--- config.mk ---
export PLATFORM = sky130hd
export DESIGN_NAME = toggle_arbiter
export DESIGN_NICKNAME = d
export VERILOG_FILES = /design/src/rtl/toggle_arbiter.sv
export SDC_FILE = /design/constraint.sdc
export NUM_CORES = 1
export LEC_CHECK = 0
export CORE_ASPECT_RATIO = 1.4
export CORE_UTILIZATION = 37
export DETAILED_ROUTE_END_ITERATION = 7
export HOLD_SLACK_MARGIN = 0.15
export PLACE_DENSITY = 0.75
export SLEW_MARGIN = 20
export SYNTH_ARGS = -nofsm -noshare
export SYNTH_HDL_FRONTEND = slang
export SYNTH_SLANG_ARGS = --single-unit
--- constraint.sdc ---
create_clock -name clk -period 1.68 [get_ports clk]
set_input_delay 0.336 -clock clk [delete_from_list [all_inputs] [get_ports clk]]
set_output_delay 0.336 -clock clk [all_outputs]
set_load 0.1 [all_outputs]
--- src/rtl/toggle_arbiter.sv ---
// toggle_arbiter: round-robin arbiter that merges N two-phase (toggle) req/ack
// producers onto a single two-phase consumer with a registered output channel.
`default_nettype none

module toggle_arbiter #(
    parameter int ID   = 0,
    parameter int N    = 4,
    parameter int SIZE = 8,
    parameter int IW   = 2
) (
    input  logic              clk,
    input  logic              reset,
    input  logic [N-1:0]      in_req,
    output logic [N-1:0]      in_ack,
    input  logic [N*SIZE-1:0] in_data,
    output logic              out_req,
    input  logic              out_ack,
    output logic [SIZE-1:0]   out_data,
    output logic [IW-1:0]     grant,
    output logic              busy
);

    typedef enum logic [0:0] {
        IDLE = 1'b0,
        WAIT = 1'b1
    } state_t;

    state_t          state;
    logic [IW-1:0]   ptr;
    logic [IW-1:0]   winner;
    logic            found;
    logic [N-1:0]    pending;

    assign pending = in_req ^ in_ack;

    // Index reached after stepping offs places past base, wrapping at N.
    function automatic logic [IW-1:0] rr_index(input logic [IW-1:0] base, input int offs);
        int s;
        s = int'(base) + offs;
        if (s >= N) begin
            s = s - N;
        end
        return IW'(s);
    endfunction

    // Scan from the far end back toward ptr so the closest pending index wins.
    always_comb begin
        winner = '0;
        found  = 1'b0;
        for (int k = N - 1; k >= 0; k--) begin
            if (pending[rr_index(ptr, k)]) begin
                winner = rr_index(ptr, k);
                found  = 1'b1;
            end
        end
    end

    always_ff @(posedge clk or posedge reset) begin
        if (reset) begin
            state    <= IDLE;
            in_ack   <= '0;
            out_req  <= 1'b0;
            out_data <= '0;
            grant    <= '0;
            busy     <= 1'b0;
            ptr      <= '0;
        end else begin
            case (state)
                IDLE: begin
                    if (found) begin
                        grant    <= winner;
                        out_data <= in_data[winner*SIZE +: SIZE];
                        out_req  <= ~out_req;
                        busy     <= 1'b1;
                        state    <= WAIT;
                    end
                end
                WAIT: begin
                    // Completing clears the served input's pending on this same edge.
                    if (out_ack == out_req) begin
                        in_ack[grant] <= ~in_ack[grant];
                        ptr           <= (grant == IW'(N - 1)) ? '0 : grant + 1'b1;
                        busy          <= 1'b0;
                        state         <= IDLE;
                    end
                end
                default: state <= IDLE;
            endcase
        end
    end

endmodule

`default_nettype wire

======== Word-level counts from Yosys, hierarchy flattened ========
Cells that the tools add are included.
cells by class
  add/sub/neg operators ................... 8
  multiply operators ...................... 0
  divide/modulo/power cells ............... 0
  magnitude comparators ................... 10
  equality and inequality tests ........... 4
  shift-type cells ........................ 1
  mux-type cells .......................... 32
  bitwise logic cells ..................... 4
  reductions and logical operators ........ 4
operator list
  cell                   number
  $shiftx A32 B6 Y8      1
  $mux W2                9
  $lt A2 B3 Y1 const B   5
  $mux W1                14
  $bmux W1 S2            5
  $ge A3 B3 Y1 const B   3
  $sub A2 B1 Y2 const B  4
  $add A2 B2 Y3 const B  2
  $reduce_and A2 Y1      3
  $bwmux W4              1
  $pmux W1 S2            2
  $xor A4 B4 Y4          1
  $add A2 B1 Y3 const B  1
  $ge A2 B3 Y1 const B   1
  $not A1 Y1             3
  $add A2 B1 Y2 const B  1
  $demux W1 S2           1
  $eq A2 B2 Y1 const B   1
  $ge A2 B1 Y1 const B   1
  $ne A2 B1 Y1 const B   1
  $ne A2 B2 Y1 const B   1
  $eq A1 B1 Y1           1
  $logic_and A1 B1 Y1    1
storage, ports and cells
  register bits ........................... 19
  bits in latches ......................... 0
  memory bits (writable) .................. 0
  memory bits (read-only) ................. 0
  input port bits ......................... 39
  logic and storage cells ................. 70
  memories ................................ 0

======== Longest topological paths before layout ========
Gate-level depths: netlist of run 1.
  depth in word-level cells ............... 11
  gate-level depth with buffers ........... 6

======== Worst setup path before layout of run 1 ========
OpenSTA, ideal clock, no wires.
  kind .................................... flip-flop to flip-flop
  start point ............................. register in_ack[0]
  end point ............................... register out_data[0]
  setup time .............................. 149 ps
  arrival ................................. 2,160 ps
  data required time ...................... 1,531 ps
  slack ................................... -629 ps
  stages on the path, launching flop included .. 7
  path buffers ............................ 1
  clock period less this slack ............ 2,309 ps
  cell sequence ........................... dfrtp_1 xor2_1 a21o_1 a21oi_4 buf_12 mux2i_1 a221oi_2
between the ends
  cells in the longest elaborated chain, start to end .. 8
ends and longest elaborated chain
  element                                                        line  source
  start, declared                                                14    output logic [N-1:0] in_ack,
  start signal, assigned by index                                81    in_ack[grant] <= ~in_ack[grant];
  $xor A4 B4 Y4 *                                                34    assign pending = in_req ^ in_ack;
  $bmux W1 S2                                                    51    if (pending[rr_index(ptr, k)]) begin
  $mux W1 (not written as such)                                  51
  $mux W2 / $mux W1 (equally long branches) (4 in series)        51
  $shiftx A32 B6 Y8 / $reduce_and A2 Y1 (equally long branches)  -
  end signal, assigned                                           72    out_data <= in_data[winner*SIZE +: SIZE];
  end, declared                                                  18    output logic [SIZE-1:0] out_data,
Mark *: on every way between the ends. The rest lies on a longest branch, timed or not. The select of a mux whose other input is x is not followed.
A chain may end at the register's enable or synchronous reset.

======== Final worst setup path of run 1 ========
  start point ............................. register in_ack[0]
  end point ............................... register out_data[7]
The elaborated chain is that of the path after synthesis.

==> run summary, run 1 <==
## Run status
- finished with violations — run status
- negative setup slack — violations in the final reports

## Floorplan
- 24 — standard-cell rows
- 50.56 um — width of the chip
- 55 — I/O pins
- 3123 sq um — area inside the core boundary
- 0.3910 — initial cell density of the core
- 69.98 um — Die Y
- 3538 sq um — die outline area

## Logic synthesis
- 0.1824 — area fraction in compound gates after synthesis
- 19 — count of state elements after synthesis
- 11.00 sq um — Syn Area/Cell
- 0.1855 — fraction of synthesized area in multiplexers
- 0.1066 — simple logic cell fraction of the synthesized area
- 111 — Post-Syn Instances
- 1221 sq um — cell area after technology mapping
- 0.05635 — xor-xnor portion of the synthesized cell area
- multiplexers — largest family of logic cells by synthesized area
- sky130_fd_sc_hd__dfrtp_1 — library cell occupying the most area in the post-synthesis netlist
- 0.3893 — fraction of post-synthesis cell area in the top cell type by area
- 0.3893 — proportion of synthesized chip area in sequential cells
- sky130_fd_sc_hd__dfrtp_1 (39%), sky130_fd_sc_hd__mux2i_1 (14%), sky130_fd_sc_hd__a221oi_2 (9.8%), sky130_fd_sc_hd__ha_1 (4.1%), sky130_fd_sc_hd__nor2_1 (4.0%) — most area-consuming cells after synthesis
- 0.04098 — Post-Synth Adder-Cell Area
- 30 — post-synth cell types
- 0 — count of yosys warnings during synthesis
- 154 — nets in the synthesized netlist

## CTS
- 260 ps — clock insertion delay at the later pin of the skew report
- 3 — TritonCTS Buffers
- 19 — total clock sinks
- built — CTS tree
- 2 — maximum clock insertion buffer count
- 1 — # H-tree levels
- sky130_fd_sc_hd__clkbuf_8 — Clk Tree Root Cell
- 80 ps — Worst-path clk slew

## Global routing
- 6.016 mm — first-pass GRT wire length
- 1342 — number of global-route vias before repair
- 0 — aggregate global routing overflow
- 0.2266 — overall routing resource usage
- 20 — largest net degree at the start of global routing
- 0 — number of antenna violations at the first check in global routing

## Place
- 0.8703 — RD Place Congestion
- 2118 sq um — placed instance area
- 2.719 mm — Detail Placement HPWL
- -444.1 ps — worst slack at placement
- 215 — count of placed standard cells including taps
- 54 — port buffer count

## Route
- 1168 — total number of vias
- 16.21 um — routed wire length per instance
- 0 — residual DRC count
- 12 — DR iter-0 viols
- 5.214 — via density per instance
- 4 — drt first pass iters
- 0 — Routed Antenna Nets
- 3.630 mm — Detailed Route WL

## Setup path
- flop — Setup crit start kind
- 510 ps — max incr delay on CP
- 8 — largest fanout of any net on the critical path
- 1940 ps — Critical Path AT
- sky130_fd_sc_hd__dfrtp_4 — critical-path cell with the highest stage delay
- flop — type of destination of the critical path
- xor2_4, a21o_1, a21oi_4, buf_12, buf_16, mux2i_2, a221oi_2 — critical-path cell list
- 1840 ps — endpoint required time on the critical path
- flop to flop — class of the most critical setup path

## STA
- 0.8049 — slew margin rel.
- 1.059 — part of the cycle the worst path needs
- 7.084 ps — Worst Clk Skew
- -98.88 ps — final worst setup slack
- 1779 ps — post-layout min period
- 290.7 ps — transition time of the tightest slew-check pin
- 0 — total count of max-transition violations in the final report
- 8 — number of setup violations in the final report
- yes — unrepaired setup endpoints after global routing
- 0 — number of hold violations in the final report
- 562.2 MHz — upper clock frequency limit

## Final layout
- 224 — non-filler cells in the finished layout
- 2387 sq um — final instance area
- sky130_fd_sc_hd__clkdlybuf4s50_1 (34), sky130_fd_sc_hd__buf_12 (20), sky130_fd_sc_hd__nor2_1 (13), sky130_fd_sc_hd__buf_4 (13), sky130_fd_sc_hd__dfrtp_1 (12) — highest-count cells in the layout ignoring fill and taps
- 95.49% — area added between synthesis and finish
- sky130_fd_sc_hd__clkdlybuf4s50_1 — most common cell after layout, fill and taps aside
- 0 — Diodes inserted
- 229 — nets
- 0.4378 — share of post-route cells with drive strength above 1
- 201 — number of filler cells placed in the layout

## Min path
- input pin to async pin — HP Class

## Job
- 0 — total of max-cap violations

synth_stat cells (all sizes together):
library cell / n
inv: 5
a21oi: 3
xor2: 4
o221ai: 1
and2: 2
a221oi: 8
nor2b: 1
dfrtp: 19
a31oi: 1
nand2b: 1
xnor2: 3
mux2i: 17
buf: 2
o2bb2ai: 1
ha: 4
nand2: 10
clkbuf: 1
a22oi: 1
nor2: 15
or3: 1
o21ai: 3
mux2: 5
a21o: 3
area by class of cell:
cell class	instances	area, sq um	area share
well taps	39	48.80	0.02044
inverters	5	18.77	0.007862
flip-flops and latches	19	496.7	0.2081
repair buffers	73	928.4	0.3889
clock buffers	3	41.29	0.01730
clock inverters	1	5.005	0.002096
multi-input cells	84	848.3	0.3553
worst max-delay path, delay by kind of cell (launching register included):
family	cells	cell delay, ps
AO/OA/AOI/OAI	3	530
XOR/XNOR	1	200
buffers and inverters	2	290
flip-flops	1	510
multiplexers	1	150
registers in the layout, indices dropped and copies added, names as in the netlist:
signal	flops
out_data	8
in_ack	4
grant	2
ptr	2
busy	1
out_req	1
state	1
logic make-up (layout without fill, tap and decap cells):
| logic type | after synthesis | count (layout) |
|---|---|---|
| flip-flops | 19 | 19 |
| AND/OR/NAND/NOR | 30 | 30 |
| adder cells (fa/ha/maj) | 4 | 4 |
| multiplexers | 22 | 22 |
| XOR/XNOR | 7 | 7 |
| AO/OA/AOI/OAI | 21 | 21 |
| buffers and inverters | 8 | 82 |
worst paths after layout:
| path | startpoint | depth (start not counted) | to | slack (ps) |
|---|---|---|---|---|
| worst min register to register | out_req | 1 | out_req | 560 |
| min in group clk | out_req | 1 | out_req | 560 |
| worst max-delay path | in_ack[0] | 7 | out_data[7] | -100 |
| worst min-delay path | reset | 3 | in_ack[2] | 400 |
| max in group asynchronous | reset | 3 | out_req | 1030 |
| worst max register to register | in_ack[0] | 7 | out_data[7] | -100 |
repair_timing:
action | 4_1_cts | 5_1_grt
setup buffers | 2 | 2
pin swaps | 4 | 9
endpoints found under the hold margin | 0 | 0
hold buffers | 0 | 0
gates resized for setup | 16 | 15
setup endpoints to repair | 9 | 12
cloned | 2 | 0
through the flow:
stage / setup TNS [ps] / hold WS [ps] / util
after floorplan: -2090 / 287.1 / -
after global placement: -3669 / 544.7 / 0.6783
after detailed placement: -4441 / 553.9 / 0.6783
after CTS: -669.2 / 417.0 / 0.7364
after global routing: -1103 / 442.5 / 0.7644
final: -627.2 / 404.7 / 0.7644
routing by layer:
layer,track usage,wire length [um]
met1,0.2156,1265
met2,0.4400,2005
met3,0.04139,221
met4,0.1111,138
met5,0,0
Power of run 1 is left out: the tool's default activity adds up to more than one toggle a clock period on the data nets, which glitch-free logic cannot reach.
==> inputs of run 2 (changes only) <==
- MAX_ROUTING_LAYER: unset -> met4
==> run summary, run 2 (synthesized netlist as in run 1, its figures left out) <==
## Setup path
- flop — Setup crit start kind
- flop to flop — class of the most critical setup path
- 1840 ps — endpoint required time on the critical path, about the same
- 7 — Worst Reg2Reg Path Length in Cells, unchanged
- 8 — largest fanout of any net on the critical path, unchanged
- flop — type of destination of the critical path
- 1940 ps — Critical Path AT, about the same

## CTS
- sky130_fd_sc_hd__clkbuf_8 — Clk Tree Root Cell
- 2 — maximum clock insertion buffer count, unchanged
- 1 — # H-tree levels, unchanged
- 80 ps — Worst-path clk slew, about the same
- 3 — TritonCTS Buffers, unchanged
- built — CTS tree
- 0 — hold-fix buffer count after cts, unchanged
- 19 — total clock sinks, unchanged
- 260 ps — clock insertion delay at the later pin of the skew report, about the same

## Route
- 0 — residual DRC count, unchanged
- 16.33 um — routed wire length per instance, +0.80%
- 1166 — total number of vias, -0.17%
- 5.205 — via density per instance, -0.17%
- 3.659 mm — Detailed Route WL, +0.80%
- 4 — drt first pass iters, unchanged
- 13 — DR iter-0 viols, +1
- 0 — Routed Antenna Nets, unchanged

## STA
- 0.8049 — slew margin rel., unchanged
- -98.81 ps — final worst setup slack, +0.06670 ps
- 8 — number of setup violations in the final report, unchanged
- 562.2 MHz — upper clock frequency limit, about the same
- 1.059 — part of the cycle the worst path needs, about the same
- 0 — total count of max-transition violations in the final report, unchanged
- -642.0 ps — summed negative setup slack over all endpoints, -14.79 ps
- yes — unrepaired setup endpoints after global routing
- 8.527 ps — Worst Clk Skew, +1.443 ps
- 399.8 ps — final worst hold slack, -4.866 ps
- 1779 ps — post-layout min period, -0.06670 ps
- 290.7 ps — transition time of the tightest slew-check pin, -0.0001192 ps
- 0 — number of hold violations in the final report, unchanged

## Run status
- negative setup slack — violations in the final reports
- finished with violations — run status

## Final layout
- 224 — non-filler cells in the finished layout, unchanged
- 0 — Diodes inserted, unchanged
- sky130_fd_sc_hd__clkdlybuf4s50_1 — most common cell after layout, fill and taps aside
- out_data — register with the most flip-flops
- 95.18% — area added between synthesis and finish
- 8 — number of flip-flops in the largest register, unchanged
- out_data: 8 flops, in_ack: 4 flops — largest registers
- 229 — nets, unchanged
- sky130_fd_sc_hd__clkdlybuf4s50_1 (34), sky130_fd_sc_hd__buf_12 (20), sky130_fd_sc_hd__nor2_1 (13), sky130_fd_sc_hd__buf_4 (13), sky130_fd_sc_hd__dfrtp_1 (12) — highest-count cells in the layout ignoring fill and taps
- 0.4324 — share of post-route cells with drive strength above 1, -0.005405

## Global routing
- 0.02614 — GRT met3 Usage, -0.01525
- 0.4415 — GRT met2 Usage, +0.001481
- 0.2333 — overall routing resource usage, +0.006706
- 0 — aggregate global routing overflow, unchanged
- 0 — number of antenna violations at the first check in global routing, unchanged
- 20 — largest net degree at the start of global routing, unchanged
- 1340 — number of global-route vias before repair, -0.15%
- met2 — most congested layer reported by global routing
- 0.2253 — global routing met1 resource utilization, +0.009736
- 6.016 mm — first-pass GRT wire length, unchanged

## Place
- 215 — count of placed standard cells including taps, unchanged
- 54 — port buffer count, unchanged
- 2.719 mm — Detail Placement HPWL, unchanged
- 0.8845 — RD Place Congestion, +1.6%

## Floorplan
- 69.98 um — Die Y, unchanged
- 50.56 um — width of the chip, unchanged
- 3538 sq um — die outline area, unchanged
- 0.3910 — initial cell density of the core, unchanged
- 55 — I/O pins, unchanged
- 3123 sq um — area inside the core boundary, unchanged
- 24 — standard-cell rows, unchanged

## Job
- 0 — total of max-cap violations, unchanged

## Min path
- input pin to async pin — HP Class

==> run 2: cell counts in the layout (fill, tap and decap cells not counted) <==
Identical to the previous run, type by type.
==> run 2: path summary, 6_finish.rpt <==
path | startpoint | to | slack, ps
setup reg to reg | in_ack[0] | out_data[7] | -100
hold / removal | reset | in_ack[2] | 400
max in group asynchronous | reset | out_req | 1040
min in group clk | out_req | out_req | 560
hold reg to reg | out_req | out_req | 560
setup / recovery | in_ack[0] | out_data[7] | -100
==> run 2: area by class of cell <==
cell class / instances / area, sq um
clock inverter: 1 / 5.005
timing repair buffer: 73 / 928.4
clock buffer: 3 / 41.29
fill: 201 / 739.5
tap: 39 / 48.80
multi-input combinational: 84 / 844.6
sequential: 19 / 496.7
inverter: 5 / 18.77
==> run 2: routing by layer <==
layer | vias to the layer above | wire length, um | share of wire
met5 | - | 0 | 0
met4 | 0 | 117 | 0.032
met3 | 12 | 175 | 0.048
met2 | 60 | 2036 | 0.56
met1 | 557 | 1330 | 0.36
li1 | 537 | - | -
==> run 2: critical path, cell delays in order (launching register included) <==
cell and delay, ps:
sky130_fd_sc_hd__dfrtp_4 510, sky130_fd_sc_hd__xor2_4 200, sky130_fd_sc_hd__a21o_1 200, sky130_fd_sc_hd__a21oi_4 70
sky130_fd_sc_hd__buf_12 140, sky130_fd_sc_hd__buf_16 150, sky130_fd_sc_hd__mux2i_2 150, sky130_fd_sc_hd__a221oi_2 260
==> run 2: through the flow <==
stage / worst slack, ps / utilization / area (sq um)
after floorplan: -264.6 / - / 1255
after global placement: -371.5 / 0.6783 / 2118
after detailed placement: -444.1 / 0.6783 / 2118
after CTS: -93.36 / 0.7364 / 2300
after global routing: -176.2 / 0.7632 / 2384
final: -98.81 / 0.7632 / 2384
==> run 2: repair_timing <==
action / 4_1_cts / 5_1_grt
setup buffers: 2 / 2
resized for setup: 16 / 14
cloned: 2 / 0
pin swaps: 4 / 9
setup endpoints to repair: 9 / 12
Power of run 2 is left out for the same reason.
==> edit, RTL diff (config.mk and constraints of run 1) <==
Set the parameter `IW` to 4 (it was 2).
--- a/src/rtl/toggle_arbiter.sv
+++ b/src/rtl/toggle_arbiter.sv
@@ -6,7 +6,7 @@
     parameter int ID   = 0,
     parameter int N    = 4,
     parameter int SIZE = 8,
-    parameter int IW   = 2
+    parameter int IW   = 4
 ) (
     input  logic              clk,
     input  logic              reset,
Ports: changed (resized grant); port bits go from 55 to 57. The function was not compared with the original's and may differ.
==> edit against run 1 <==
- the run still ends with setup timing left
- first-iteration DRC count rose to 5.3 times the old value
- global-route usage fell by 1.7 points
- sequential cell count rose by 4
- via count rose by 73%
- critical path depth rose by 2
- fmax fell by 29%
- wire length rose by 76%
- cell area rose by 53%
- setup slack got worse by 0.74 ns
- area after synthesis rose by 61%
- critical path type unchanged
- critical endpoint is now out_data[6]
Power is left out: the tool's default activity adds up to more than one toggle a clock period on the data nets, which glitch-free logic cannot reach.
==> edit: results (changes against run 1) <==
WHS=0.414 ns (was 0.405 ns); #MultiIn Comb=134 (was 84); Data buffer area share=33.1% (was 38.9%); share of cell area taken by multi-input logic gates=42.3% (was 35.5%); setup slack, reg-to-reg=-0.84 ns (was -0.1 ns); CTS resizes=41 (was 16); violated checks=setup timing (unchanged); WL per Instance=17.1 um (was 16.2 um); first-pass GRT wire length=8.99 mm (was 6.02 mm); status=finished, violations left (unchanged); post-synthesis cell type count=41 (was 30); setup ws final=-0.836 ns (was -0.0989 ns); Sequential Area=598 um^2 (was 497 um^2); Placer Congestion=0.798 (was 0.870); HPWL Detailed=4.15 mm (was 2.72 mm); final setup vio count=14 (was 8); post-CTS setup buffer count=3 (was 2); Synth Area in Adders=8.93% (was 4.10%); Slew @ Worst Pin=0.344 ns (was 0.291 ns); sequential area share after synthesis=29.3% (was 38.9%); post-synthesis xor/xnor area fraction=7.14% (was 5.64%); fin cells=375 (was 224); CP Capture Point=out_data[6] (was out_data[7]); pin count of the biggest net entering global routing=24 (was 20); sequential cell count=23 (was 19)
-- edit: cell types whose count changed after synthesis, sizes merged, moves of 9 or more --
| cell | run 1 | this run |
|---|---|---|
| inv | 5 | 42 |
| mux2i | 17 | 5 |
| mux4 | 0 | 11 |
| nor2 | 15 | 4 |
| ha | 4 | 14 |
| o31ai | 0 | 9 |
-- edit: through the flow --
step	worst slack (ns)	util [%]	instance area (um^2)
2_1_floorplan	-0.700	-	2150
3_3_place_gp	-1.10	62.5	3200
3_5_place_dp	-1.22	62.5	3200
4_1_cts	-0.748	67.4	3450
5_1_grt	-0.892	71.1	3640
6_report	-0.836	71.1	3640
-- edit: per-layer routing --
metal / wire length (um) / global-route usage, % / vias up
met4: 281 / 10.5 / 0
met3: 214 / 2.60 / 23
met1: 2250 / 22.1 / 1009
li1: - / - / 921
met2: 3660 / 40.4 / 69
met5: 0 / 0 / -
